==> src/rtl/id_scoreboard.sv <==
// id_scoreboard: RAW interlock between decode and EXE.
// Keeps a per-register count of writes in flight and holds decode while a source is pending.
module id_scoreboard #(
    parameter int unsigned CNT_W = 2,
    parameter int unsigned NREG  = 32
) (
    input  logic               clk,
    input  logic               reset,
    input  logic               flush,
    input  logic               id_valid,
    input  logic [4:0]         id_src1,
    input  logic [4:0]         id_src2,
    input  logic               id_src1_used,
    input  logic               id_src2_used,
    input  logic               id_wen,
    input  logic [4:0]         id_waddr,
    input  logic               exe_ready,
    input  logic               wb_valid,
    input  logic [4:0]         wb_waddr,
    output logic               id_stall,
    output logic               issue_fire,
    output logic               id_ready,
    output logic               pending_any,
    output logic [CNT_W+4:0]   pending_cnt
);

    localparam int unsigned IDX_W = 5;
    localparam int unsigned SUM_W = CNT_W + 5;
    localparam logic [CNT_W-1:0] CNT_MAX = '1;

    logic [CNT_W-1:0] r_cnt [NREG];
    logic [CNT_W-1:0] w_cnt_nxt [NREG];
    logic [SUM_W-1:0] w_sum_nxt;
    logic [SUM_W-1:0] r_pending_cnt;
    logic             r_pending_any;
    logic             w_haz1;
    logic             w_haz2;
    logic             w_hazw;
    logic             w_stall;
    logic             w_fire;

    // Hazard detection against the current (pre-writeback) counters; no bypass.
    always_comb begin
        w_haz1  = id_src1_used && (id_src1  != '0) && (r_cnt[id_src1]  != '0);
        w_haz2  = id_src2_used && (id_src2  != '0) && (r_cnt[id_src2]  != '0);
        w_hazw  = id_wen       && (id_waddr != '0) && (r_cnt[id_waddr] == CNT_MAX);
        w_stall = id_valid && (w_haz1 || w_haz2 || w_hazw);
        w_fire  = id_valid && exe_ready && !w_stall && !flush;
    end

    assign id_stall    = w_stall;
    assign issue_fire  = w_fire;
    assign id_ready    = exe_ready && !w_stall;
    assign pending_any = r_pending_any;
    assign pending_cnt = r_pending_cnt;

    // Next-state counters and their total; r0 is pinned to zero, flush clears everything.
    always_comb begin
        w_sum_nxt = '0;
        for (int unsigned r = 0; r < NREG; r++) begin
            w_cnt_nxt[r] = r_cnt[r];
            if (flush || (r == 0)) begin
                w_cnt_nxt[r] = '0;
            end else if ((w_fire && id_wen && (id_waddr == IDX_W'(r))) &&
                         !(wb_valid && (wb_waddr == IDX_W'(r)) && (r_cnt[r] != '0))) begin
                w_cnt_nxt[r] = r_cnt[r] + CNT_W'(1);
            end else if (!(w_fire && id_wen && (id_waddr == IDX_W'(r))) &&
                         (wb_valid && (wb_waddr == IDX_W'(r)) && (r_cnt[r] != '0))) begin
                w_cnt_nxt[r] = r_cnt[r] - CNT_W'(1);
            end
            w_sum_nxt = w_sum_nxt + SUM_W'(w_cnt_nxt[r]);
        end
    end

    // Counter and summary registers; reset wins over flush.
    always_ff @(posedge clk) begin
        if (reset) begin
            for (int unsigned r = 0; r < NREG; r++) begin
                r_cnt[r] <= '0;
            end
            r_pending_cnt <= '0;
            r_pending_any <= 1'b0;
        end else begin
            for (int unsigned r = 0; r < NREG; r++) begin
                r_cnt[r] <= w_cnt_nxt[r];
            end
            r_pending_cnt <= w_sum_nxt;
            r_pending_any <= (w_sum_nxt != '0);
        end
    end

endmodule

==> config.mk <==
export PLATFORM = sky130hd
export DESIGN_NAME = id_scoreboard
export DESIGN_NICKNAME = d
export VERILOG_FILES = /design/src/rtl/id_scoreboard.sv
export SDC_FILE = /design/constraint.sdc
export NUM_CORES = 1
export LEC_CHECK = 0
export ABC_AREA = 1
export BUFFER_PORTS_ARGS = -buffer_cell sky130_fd_sc_hd__buf_4
export CAP_MARGIN = 20
export CELL_PAD_IN_SITES_DETAIL_PLACEMENT = 2
export CELL_PAD_IN_SITES_GLOBAL_PLACEMENT = 2
export CORE_ASPECT_RATIO = 1.5
export CORE_MARGIN = 4
export CORE_UTILIZATION = 37
export CTS_BUF_LIST = sky130_fd_sc_hd__clkbuf_8
export CTS_CLUSTER_SIZE = 8
export DETAILED_ROUTE_END_ITERATION = 16
export PLACE_DENSITY_LB_ADDON = 0.1
export RECOVER_POWER = 100
export SKIP_CTS_REPAIR_TIMING = 1
export SLEW_MARGIN = 40
export SYNTH_ARGS = -nofsm -noshare
export SYNTH_HDL_FRONTEND = slang
export SYNTH_SLANG_ARGS = --single-unit
==> constraint.sdc <==
create_clock -name clk -period 29 [get_ports clk]
set_input_delay 8.7 -clock clk [delete_from_list [all_inputs] [get_ports clk]]
set_output_delay 8.7 -clock clk [all_outputs]
set_load 0.1 [all_outputs]
* Yosys cells after proc, flatten, opt, wreduce, memory -nomap -nowiden *
Memory sizes are Yosys's and may differ from the RTL's.
Index checks and enable logic that the tools add are counted.

cells by class
  add/sub/neg operators = 92
  multiply operators = 0
  divide/modulo/power cells = 0
  order comparisons = 0
  equal/unequal tests = 63
  shift-type cells = 0
  muxes and demuxes = 128
  bitwise gates (word level) = 32
  reduce and logical (&&, ||, !) cells = 270

operators with widths
  kind                                              number
  2-to-1 mux 2 bit                                  125
  adder 7 x 2 -> 7 bit                              25
  logical AND 1 bit                                 167
  == test 5 bit, second input constant              32
  == test 5 x 4 -> 1 bit, second input constant     16
  nonzero test 2 bit                                33
  zero test 1 bit                                   64
  adder 2 x 1 -> 2 bit, second input constant       31
  subtractor 2 x 1 -> 2 bit, second input constant  31
  == test 5 x 3 -> 1 bit, second input constant     8
  bitwise OR 1 bit                                  32
  == test 5 x 2 -> 1 bit, second input constant     4
  nonzero test 5 bit                                3
  == test 5 x 1 -> 1 bit, second input constant     2
  adder 6 x 2 -> 7 bit                              1
  nonzero test 7 bit                                1
  adder 5 x 2 -> 6 bit                              1
  adder 4 x 2 -> 5 bit                              1
  adder 3 x 2 -> 4 bit                              1
  adder 2 x 2 -> 3 bit                              1
  2-to-1 mux 1 bit                                  3
  == test 2 bit, second input constant              1
  logical OR 1 bit                                  2

word-level totals
  flip-flop bits (word level) = 8
  bits in latches = 0
  memory bits (writable) = 64
  bits in read-only memories = 0
  input bits = 29
  output and inout port bits = 11
  word-level logic and storage cells = 588
  memories = 1

memories
  memory  depth  width  read ports  clocked after memory_dff  write ports  line  RTL
  r_cnt   32     2      34          0                         32           31    logic [CNT_W-1:0] r_cnt [NREG];

* Logic depth before layout (Yosys ltp) *
Gate-level depths: netlist (run 1).

  word-level depth = 47
  depth in mapped cells = 44

* Least setup slack after synthesis (run 1) *
Ideal clock, no wire load.

  path kind = input to output
  start point = input id_waddr[0]
  end point = output id_ready
  arrival = 11487 ps
  required time = 20300 ps
  setup slack = 8813 ps
  stages on the path = 15
  buffers on the path = 2
  cell sequence = buf_4 -> buf_2 -> nand2_1 -> o21ai_0 -> nand2_1 -> nand2_1 -> nand2_1 -> nand2_1 -> o21ai_1 -> nand2_1 -> nand3_1 -> nand3_1 -> nand2_1 -> inv_1 -> nor2_1

on the way
  word-level cells in the longest chain between the ends = 7

RTL lines
  item                                                       line  RTL
  start: declaration                                         16    input logic [4:0] id_waddr,
  memory (32 x 2 bit) or nonzero test 5 bit (tied branches)  --
  == test 2 bit or logical AND 1 bit (tied branches)         46    w_hazw = id_wen && (id_waddr != '0) && (r_cnt[id_waddr] == CNT_MAX);
  logical AND 1 bit (*)                                      46
  logical OR 1 bit (*)                                       47    w_stall = id_valid && (w_haz1 || w_haz2 || w_hazw);
  logical AND 1 bit (*)                                      47
  net id_stall                                               20    output logic id_stall,
  zero test 1 bit (*)                                        53    assign id_ready = exe_ready && !w_stall;
  logical AND 1 bit (*)                                      53
  end: declaration                                           22    output logic id_ready,

The timed path passes the listed nets; every way through them passes the cells marked *.

* Final worst setup path (run 1) *
  start point = input id_waddr[0]
  end point = output issue_fire

on the way
  word-level cells in the longest chain between the ends = 8

RTL lines
  item                                                       line  RTL
  memory (32 x 2 bit) or nonzero test 5 bit (tied branches)  --
  == test 2 bit or logical AND 1 bit (tied branches)         46
  logical AND 1 bit (*)                                      46
  logical OR 1 bit (*)                                       47
  logical AND 1 bit (*)                                      47
  zero test 1 bit (*)                                        48    w_fire = id_valid && exe_ready && !w_stall && !flush;
  logical AND 1 bit (*) (2 in series)                        48
  end: declaration                                           21    output logic issue_fire,

Mark *: on every way between the ends. The rest lies on a longest branch, timed or not.

==> flow_summary.yaml, run 1 <==
clocking:
  clock-sinks: 70
  cts_root_buffer: "clkbuf_8"
  cts_tree: "yes"
  clk_pin_slew_worst_paths_ns: 0.10
  clk_latency_ns: 0.41
  cts_htree_levels: 3
  numCtsBuffers: 9
  cts.path.max_buffers: 2
synth:
  synth_top_family_by_area: "simple AND/OR/NAND/NOR gates"
  synth_xor_area_frac: 0.00423
  synth_fa_ha_area_frac: 0.200
  synth_simple_gate_area_frac: 0.442
  synth_area_leaders: "dfxtp_1 (17%), nand2_1 (15%), fa_1 (14%), nand3_1 (13%), inv_1 (12%)"
  syn_avg_cell_area_um2: 5.97
  synth-compound-area-share: 0.0352
  syn_inst: 1388
  synth_mux_area_frac: 0
  synth_top_area_frac: 0.169
  synth_area_um2: 8290
  yosysSeqAreaShare: 0.169
  yosys_warnings: 0
  syn_nets: 1515
  synth.distinct_cells: 34
  synth_seq_cells: 70
  synth.largest_area_cell: "dfxtp_1"
worst_setup_path:
  critPathMaxStageDelay_ns: 1.28
  crit_required_ns: 20.30
  slowest_stage: "clkbuf_1"
  cp-start-kind: "primary input"
  path_max_fanout: 45
  crit_top_cell: "nand2_1"
  critPathArrivalTime_ns: 13.57
  crit_buf_inv: 3
  r2r-start: "r_cnt[20][1]"
  reg2reg_to: "pending_any"
  r2r_setup_slack_ns: 18.23
  critPathKind: "primary input to output port"
  critical-path-top-delay-family: "buffers and inverters"
  r2r_cells: 35
  crit_chain: "clkbuf_1 > inv_1 > nand2_1 > nor2_1 > nor2_1 > nand2_1 > nand2_1 > nand2_1 > o21ai_0 > nand2_1 > nand3_1 > nand4_1 > nor2_1 > clkbuf_1"
  endpoint_kind: "output port"
  critical_path_depth: 14
hold_path:
  worst_hold_path_type: "register to register"
  holdPathEnd: "r_cnt[30][1]"
  hp-start: "r_cnt[30][1]"
  min_path_cells: 2
power_and_ir_drop:
  power_frac_clock: 0.385
  irDropWorstVdd_uv: 17.3
  switching_power_mw: 0.0816
  p_leak_nw: 4.27
  internal_power_mw: 0.139
  switching_share: 0.370
  power.share.sequential: 0.437
  power_density_nw_per_um2: 24.9
  p_comb_frac: 0.178
floorplanning:
  placeableCoreArea_um2: 21900
  die-width_um: 130
  io_pins: 40
  die_y_um: 191
  std_cell_rows: 66
  dieArea_um2: 24900
  start_util: 0.379
global_route:
  grt_pass1_vias: 10500
  grt_pass1_wl_um: 60800
  grt_max_degree: 71
  track_usage: 0.334
  grt-ovfl-total: 0
  antenna_found_initial: 0
placed_design:
  portBuffers: 39
  post-place-ws_ns: 9.23
  dp_hpwl_um: 33000
  place_inst: 1663
  gp_congestion: 0.958
cells_and_area:
  num_antenna_cells: 0
  regArea_um2: 1400
  fill_cells: 2905
  final_cells: 1679
  drive_above_1_share: 0.0419
  layout.nets: 1529
  final_common_cell: "nand2_1"
  layout_common_cells: "nand2_1 (334), inv_1 (268), nand3_1 (210)"
  area.growth.synth_to_final_pct: 7.01
  multi_input_area_um2: 5620
outcome:
  violations: "capacitance limit, slew limit"
  status: "finished with violations"
sta:
  min_period_over_period: 0.768
  max_slew_margin: -0.214
  maxSlewViolCount: 46
  setup_viol: 0
  hold_violations: 0
  skew_ns: 0.0133
  max_freq_ghz: 0.0449
  tightest_slew_ns: 1.82
  holdWs_ns: 0.560
  period_needed_ns: 22.27
  tns_ns: 0
  layout_setup_ws_ns: 6.73
  rsz0062_at_grt: "no"
route:
  drt_wl_total_um: 40000
  wl_per_cell_um: 23.8
  num_vias: 9275
  drcViolationCount: 0
  viasPerCell: 5.52
  drt_first_pass_iters: 5
  drt_iter0_drc: 458
  ant_nets: 0
job:
  maxCapViolations: 1
[layout make-up]
type | instances | area share
Sequential cell | 70 | 0.158
Clock buffer | 10 | 0.0155
Clock inverter | 6 | 0.00508
Multi-Input combinational cell | 1001 | 0.634
Timing Repair Buffer | 44 | 0.0318
Inverter | 276 | 0.117
Tap cell | 272 | 0.0384
[cell families after synthesis]
kind of cell,Yosys count
compound gates,56
buf+inv,317
simple gates,843
xor+xnor,4
fa+ha+maj,98
flops,70
[Yosys cell counts]
| library cell | n |
|---|---|
| nand2_2 | 2 |
| dfxtp_1 | 70 |
| a31oi_1 | 1 |
| a21o_1 | 1 |
| inv_1 | 267 |
| nand4_2 | 1 |
| nand4_1 | 24 |
| fa_1 | 57 |
| nor2_1 | 187 |
| nand3b_1 | 7 |
| or2_2 | 1 |
| o21ai_1 | 15 |
| clkbuf_1 | 14 |
| buf_4 | 8 |
| nand2_1 | 333 |
| nand3_1 | 209 |
| nand3_2 | 1 |
| or2_0 | 8 |
| o211ai_1 | 1 |
| or2_1 | 11 |
| a21oi_1 | 11 |
| nor2_2 | 6 |
| buf_6 | 1 |
| buf_1 | 9 |
| nor3_1 | 52 |
| buf_2 | 9 |
| inv_2 | 9 |
| nor4_1 | 1 |
| xnor2_1 | 1 |
| ha_1 | 41 |
| xor2_1 | 3 |
| o31ai_1 | 1 |
| o21ai_0 | 25 |
| o21bai_1 | 1 |
[tightest hold or removal path, stage by stage, from the launching register on]
cell	delay, ns
dfxtp_1	0.34
nor2_1	0.13
nor3_1	0.06
[power by group through the flow]
| stage | logic [mW] | clock network, mW | registers, mW |
|---|---|---|---|
| after floorplan | 0.0220 | 0 | 0.0996 |
| after global placement | 0.0388 | 0 | 0.0986 |
| after detailed placement | 0.0394 | 0 | 0.0986 |
| after CTS | 0.0396 | 0.0868 | 0.0964 |
| after global routing | 0.0421 | 0.0897 | 0.0964 |
| final | 0.0392 | 0.0848 | 0.0963 |
[state kept, by name, summed over array words and instances (netlist names)]
name and count:
pending_any 1, r_cnt 62, pending_cnt 7
[metal layers]
layer | vias to the layer above | track usage | share of wire
met1 | 4640 | 0.363 | 0.39
met4 | 0 | 0.211 | 0.076
li1 | 4321 | - | -
met2 | 208 | 0.589 | 0.51
met5 | - | 0 | 0
met3 | 106 | 0.0548 | 0.034
[worst max path at each step]
stage                           start    endpoint  slack (ns)
final                     id_waddr[0]  issue_fire        6.73
after global routing      id_waddr[0]  issue_fire        6.34
after global placement    id_waddr[0]  issue_fire        9.31
after CTS                 id_waddr[0]  issue_fire        9.22
after floorplan           id_waddr[0]    id_ready        8.81
after detailed placement  id_waddr[0]  issue_fire        9.23
[through the flow]
step,util,area [um^2],power (mW)
floorplan,-,8290,0.122
global placement,0.400,8750,0.137
detailed placement,0.400,8750,0.138
CTS,0.408,8940,0.223
global route,0.405,8870,0.228
finish,0.405,8870,0.220
(Power assumes the default switching activity.)
==> run 2, diff against run 1 <==
--- a/config.mk
+++ b/config.mk
@@ -5,14 +5,14 @@
 export SDC_FILE = /design/constraint.sdc
 export NUM_CORES = 1
 export LEC_CHECK = 0
-export ABC_AREA = 1
+export ABC_AREA = 0
 export BUFFER_PORTS_ARGS = -buffer_cell sky130_fd_sc_hd__buf_4
 export CAP_MARGIN = 20
 export CELL_PAD_IN_SITES_DETAIL_PLACEMENT = 2
 export CELL_PAD_IN_SITES_GLOBAL_PLACEMENT = 2
 export CORE_ASPECT_RATIO = 1.5
 export CORE_MARGIN = 4
-export CORE_UTILIZATION = 37
+export CORE_UTILIZATION = 39
 export CTS_BUF_LIST = sky130_fd_sc_hd__clkbuf_8
 export CTS_CLUSTER_SIZE = 8
 export DETAILED_ROUTE_END_ITERATION = 16
==> constraint.sdc (replaced) <==
create_clock -name clk -period 21.7 [get_ports clk]
set_input_delay 6.51 -clock clk [delete_from_list [all_inputs] [get_ports clk]]
set_output_delay 6.51 -clock clk [all_outputs]
set_load 0.1 [all_outputs]
==> run 2 against run 1 <==
Against the previous run:
- the run still ends with capacitance limit, slew limit left
- clock skew rose by 0.0010 ns
- synthesized cell count fell by 27%
- register-to-register slack got worse by 6.5 ns
- combinational power rose by 24%
- worst hold slack improved by 0.17 ns
- clock power rose by 59%
- sequential power rose by 34%
- count of clock-buffer cells in the layout rose by 1
- critical path depth fell by 5
- via count fell by 17%
- final cell count fell by 24%
- area after synthesis fell by 0.74%
==> flow_summary.yaml, run 2 <==
sta:
  rsz0062_at_grt: "no"
  max_slew_margin: -0.443
  setup_viol: 0
  hold_violations: 0
  tns_ns: 0
  min_period_over_period: 0.835
  skew_ns: 0.0143
  max_freq_ghz: 0.0552
  period_needed_ns: 18.11
  maxSlewViolCount: 111
  tightest_slew_ns: 2.16
  holdWs_ns: 0.727
synth:
  synthFlopType: "dfxtp_1"
  synth_top_cells_by_count: "inv_1 (143), nor2_1 (87), dfxtp_1 (70)"
  async_reset_ff_frac: 0
  synth.distinct_cells: 70
  synth.largest_area_cell: "dfxtp_1"
  yosysSeqAreaShare: 0.170
  synth_area_um2: 8220
  synth_mux_area_frac: 0.0790
  synth_xor_area_frac: 0.0714
  yosysMostFrequentCell: "inv_1"
  yosys_warnings: 0
  synth_seq_cells: 70
  synth_edf_count: 0
  syn_inst: 1019
  syn_avg_cell_area_um2: 8.07
  synth_top_family_by_area: "simple AND/OR/NAND/NOR gates"
  synth_top_area_frac: 0.170
  synth_simple_gate_area_frac: 0.233
  synth-compound-area-share: 0.142
  synth_area_leaders: "dfxtp_1 (17%), fa_1 (14%), xnor2_1 (6.7%), inv_1 (6.5%), ha_1 (6.2%)"
  synth_fa_ha_area_frac: 0.201
  syn_nets: 1146
power_and_ir_drop:
  power_density_nw_per_um2: 35.6
  irDropWorstVdd_uv: 38.0
  p_leak_nw: 3.35
placed_design:
  dp_hpwl_um: 27600
  gp_congestion: 0.914
  portBuffers: 39
cells_and_area:
  top_register: "r_cnt"
  layout_common_cells: "inv_1 (144), nor2_1 (87), dfxtp_1 (70)"
  area.growth.synth_to_final_pct: 6.62
  largest_reg_flops: 62
  num_antenna_cells: 0
  fill_cells: 2353
  final_common_cell: "inv_1"
  layout.nets: 1135
  drive_above_1_share: 0.0760
floorplanning:
  dieArea_um2: 23500
  std_cell_rows: 64
  die-width_um: 127
  die_y_um: 186
  placeableCoreArea_um2: 20600
  io_pins: 40
  start_util: 0.400
clocking:
  cts.path.max_buffers: 2
  clk_pin_slew_worst_paths_ns: 0.10
  numCtsBuffers: 9
  cts_root_buffer: "clkbuf_8"
  clk_latency_ns: 0.40
  cts_htree_levels: 3
  cts_tree: "yes"
  clock-sinks: 70
worst_setup_path:
  critPathKind: "primary input to output port"
  endpoint_kind: "output port"
  critPathArrivalTime_ns: 11.60
  path_max_fanout: 46
  cp-start-kind: "primary input"
  crit_required_ns: 15.19
route:
  wl_per_cell_um: 26.9
  drt_iter0_drc: 472
  drcViolationCount: 0
  num_vias: 7671
  ant_nets: 0
  viasPerCell: 6.01
  drt_wl_total_um: 34300
  drt_first_pass_iters: 5
job:
  maxCapViolations: 3
global_route:
  grt-ovfl-total: 0
  grt_pass1_wl_um: 52100
  antenna_found_initial: 0
  grt_pass1_vias: 8445
  track_usage: 0.300
  grt_max_degree: 47
outcome:
  status: "finished with violations"
  violations: "capacitance limit, slew limit"
hold_path:
  worst_hold_path_type: "register to register"
-- run 2: cell families (layout without fill, tap and decap cells) --
| logic type | after synthesis | after routing |
|---|---|---|
| multiplexers | 48 | 48 |
| AO/OA/AOI/OAI | 160 | 160 |
| buffers and inverters | 211 | 205 |
| adder cells (fa/ha/maj) | 98 | 98 |
| XOR/XNOR | 67 | 67 |
| flip-flops | 70 | 70 |
| AND/OR/NAND/NOR | 365 | 365 |
-- run 2: layer usage --
layer,GRT usage,routed length (um),part of all wire
met5,0,0,0
met1,0.337,13100,0.38
met3,0.0362,1080,0.032
met2,0.526,17300,0.50
met4,0.206,2840,0.083
-- run 2: worst paths after layout --
| kind | end | from | cells after the start | slack, ns |
|---|---|---|---|---|
| setup / recovery | id_stall | id_waddr[1] | 9 | 3.59 |
| hold / removal | r_cnt[30][1] | r_cnt[30][1] | 2 | 0.73 |
| setup reg to reg | pending_any | r_cnt[3][0] | 27 | 11.69 |
| hold reg to reg | r_cnt[30][1] | r_cnt[30][1] | 2 | 0.73 |
-- run 2: final cells by class --
type	instances	area, um^2	area share
Sequential cell	70	1400	0.160
Tap cell	264	330	0.0377
Clock buffer	11	151	0.0173
Multi-Input combinational cell	738	5970	0.681
Inverter	144	541	0.0616
Clock inverter	5	81.3	0.00928
Timing Repair Buffer	45	289	0.0330
-- run 2: where the power goes --
group,switching (mW),internal [mW],total (mW)
logic,0.0357,0.0129,0.0486
registers,0.0000881,0.128,0.129
clock network,0.0636,0.0713,0.135
-- run 2: through the flow --
stage / power [mW] / util / setup slack (ns) / instance area [um^2] / std cells
floorplan: 0.163 / - / 4.25 / 8220 / 1019
global placement: 0.179 / 0.417 / 5.75 / 8580 / 1261
detailed placement: 0.180 / 0.417 / 5.75 / 8590 / 1261
CTS: 0.314 / 0.429 / 5.75 / 8820 / 1277
global route: 0.322 / 0.426 / 3.26 / 8770 / 1277
finish: 0.312 / 0.426 / 3.59 / 8770 / 1277
-- run 2: worst max-delay path, cell delays in order --
cell and delay (ns):
clkbuf_1 1.30, mux2_1 0.42, a221oi_1 0.33, a21oi_1 0.07
o221ai_1 0.21, and3_1 0.19, clkbuf_1 1.54, a31oi_1 0.39
clkbuf_1 0.60
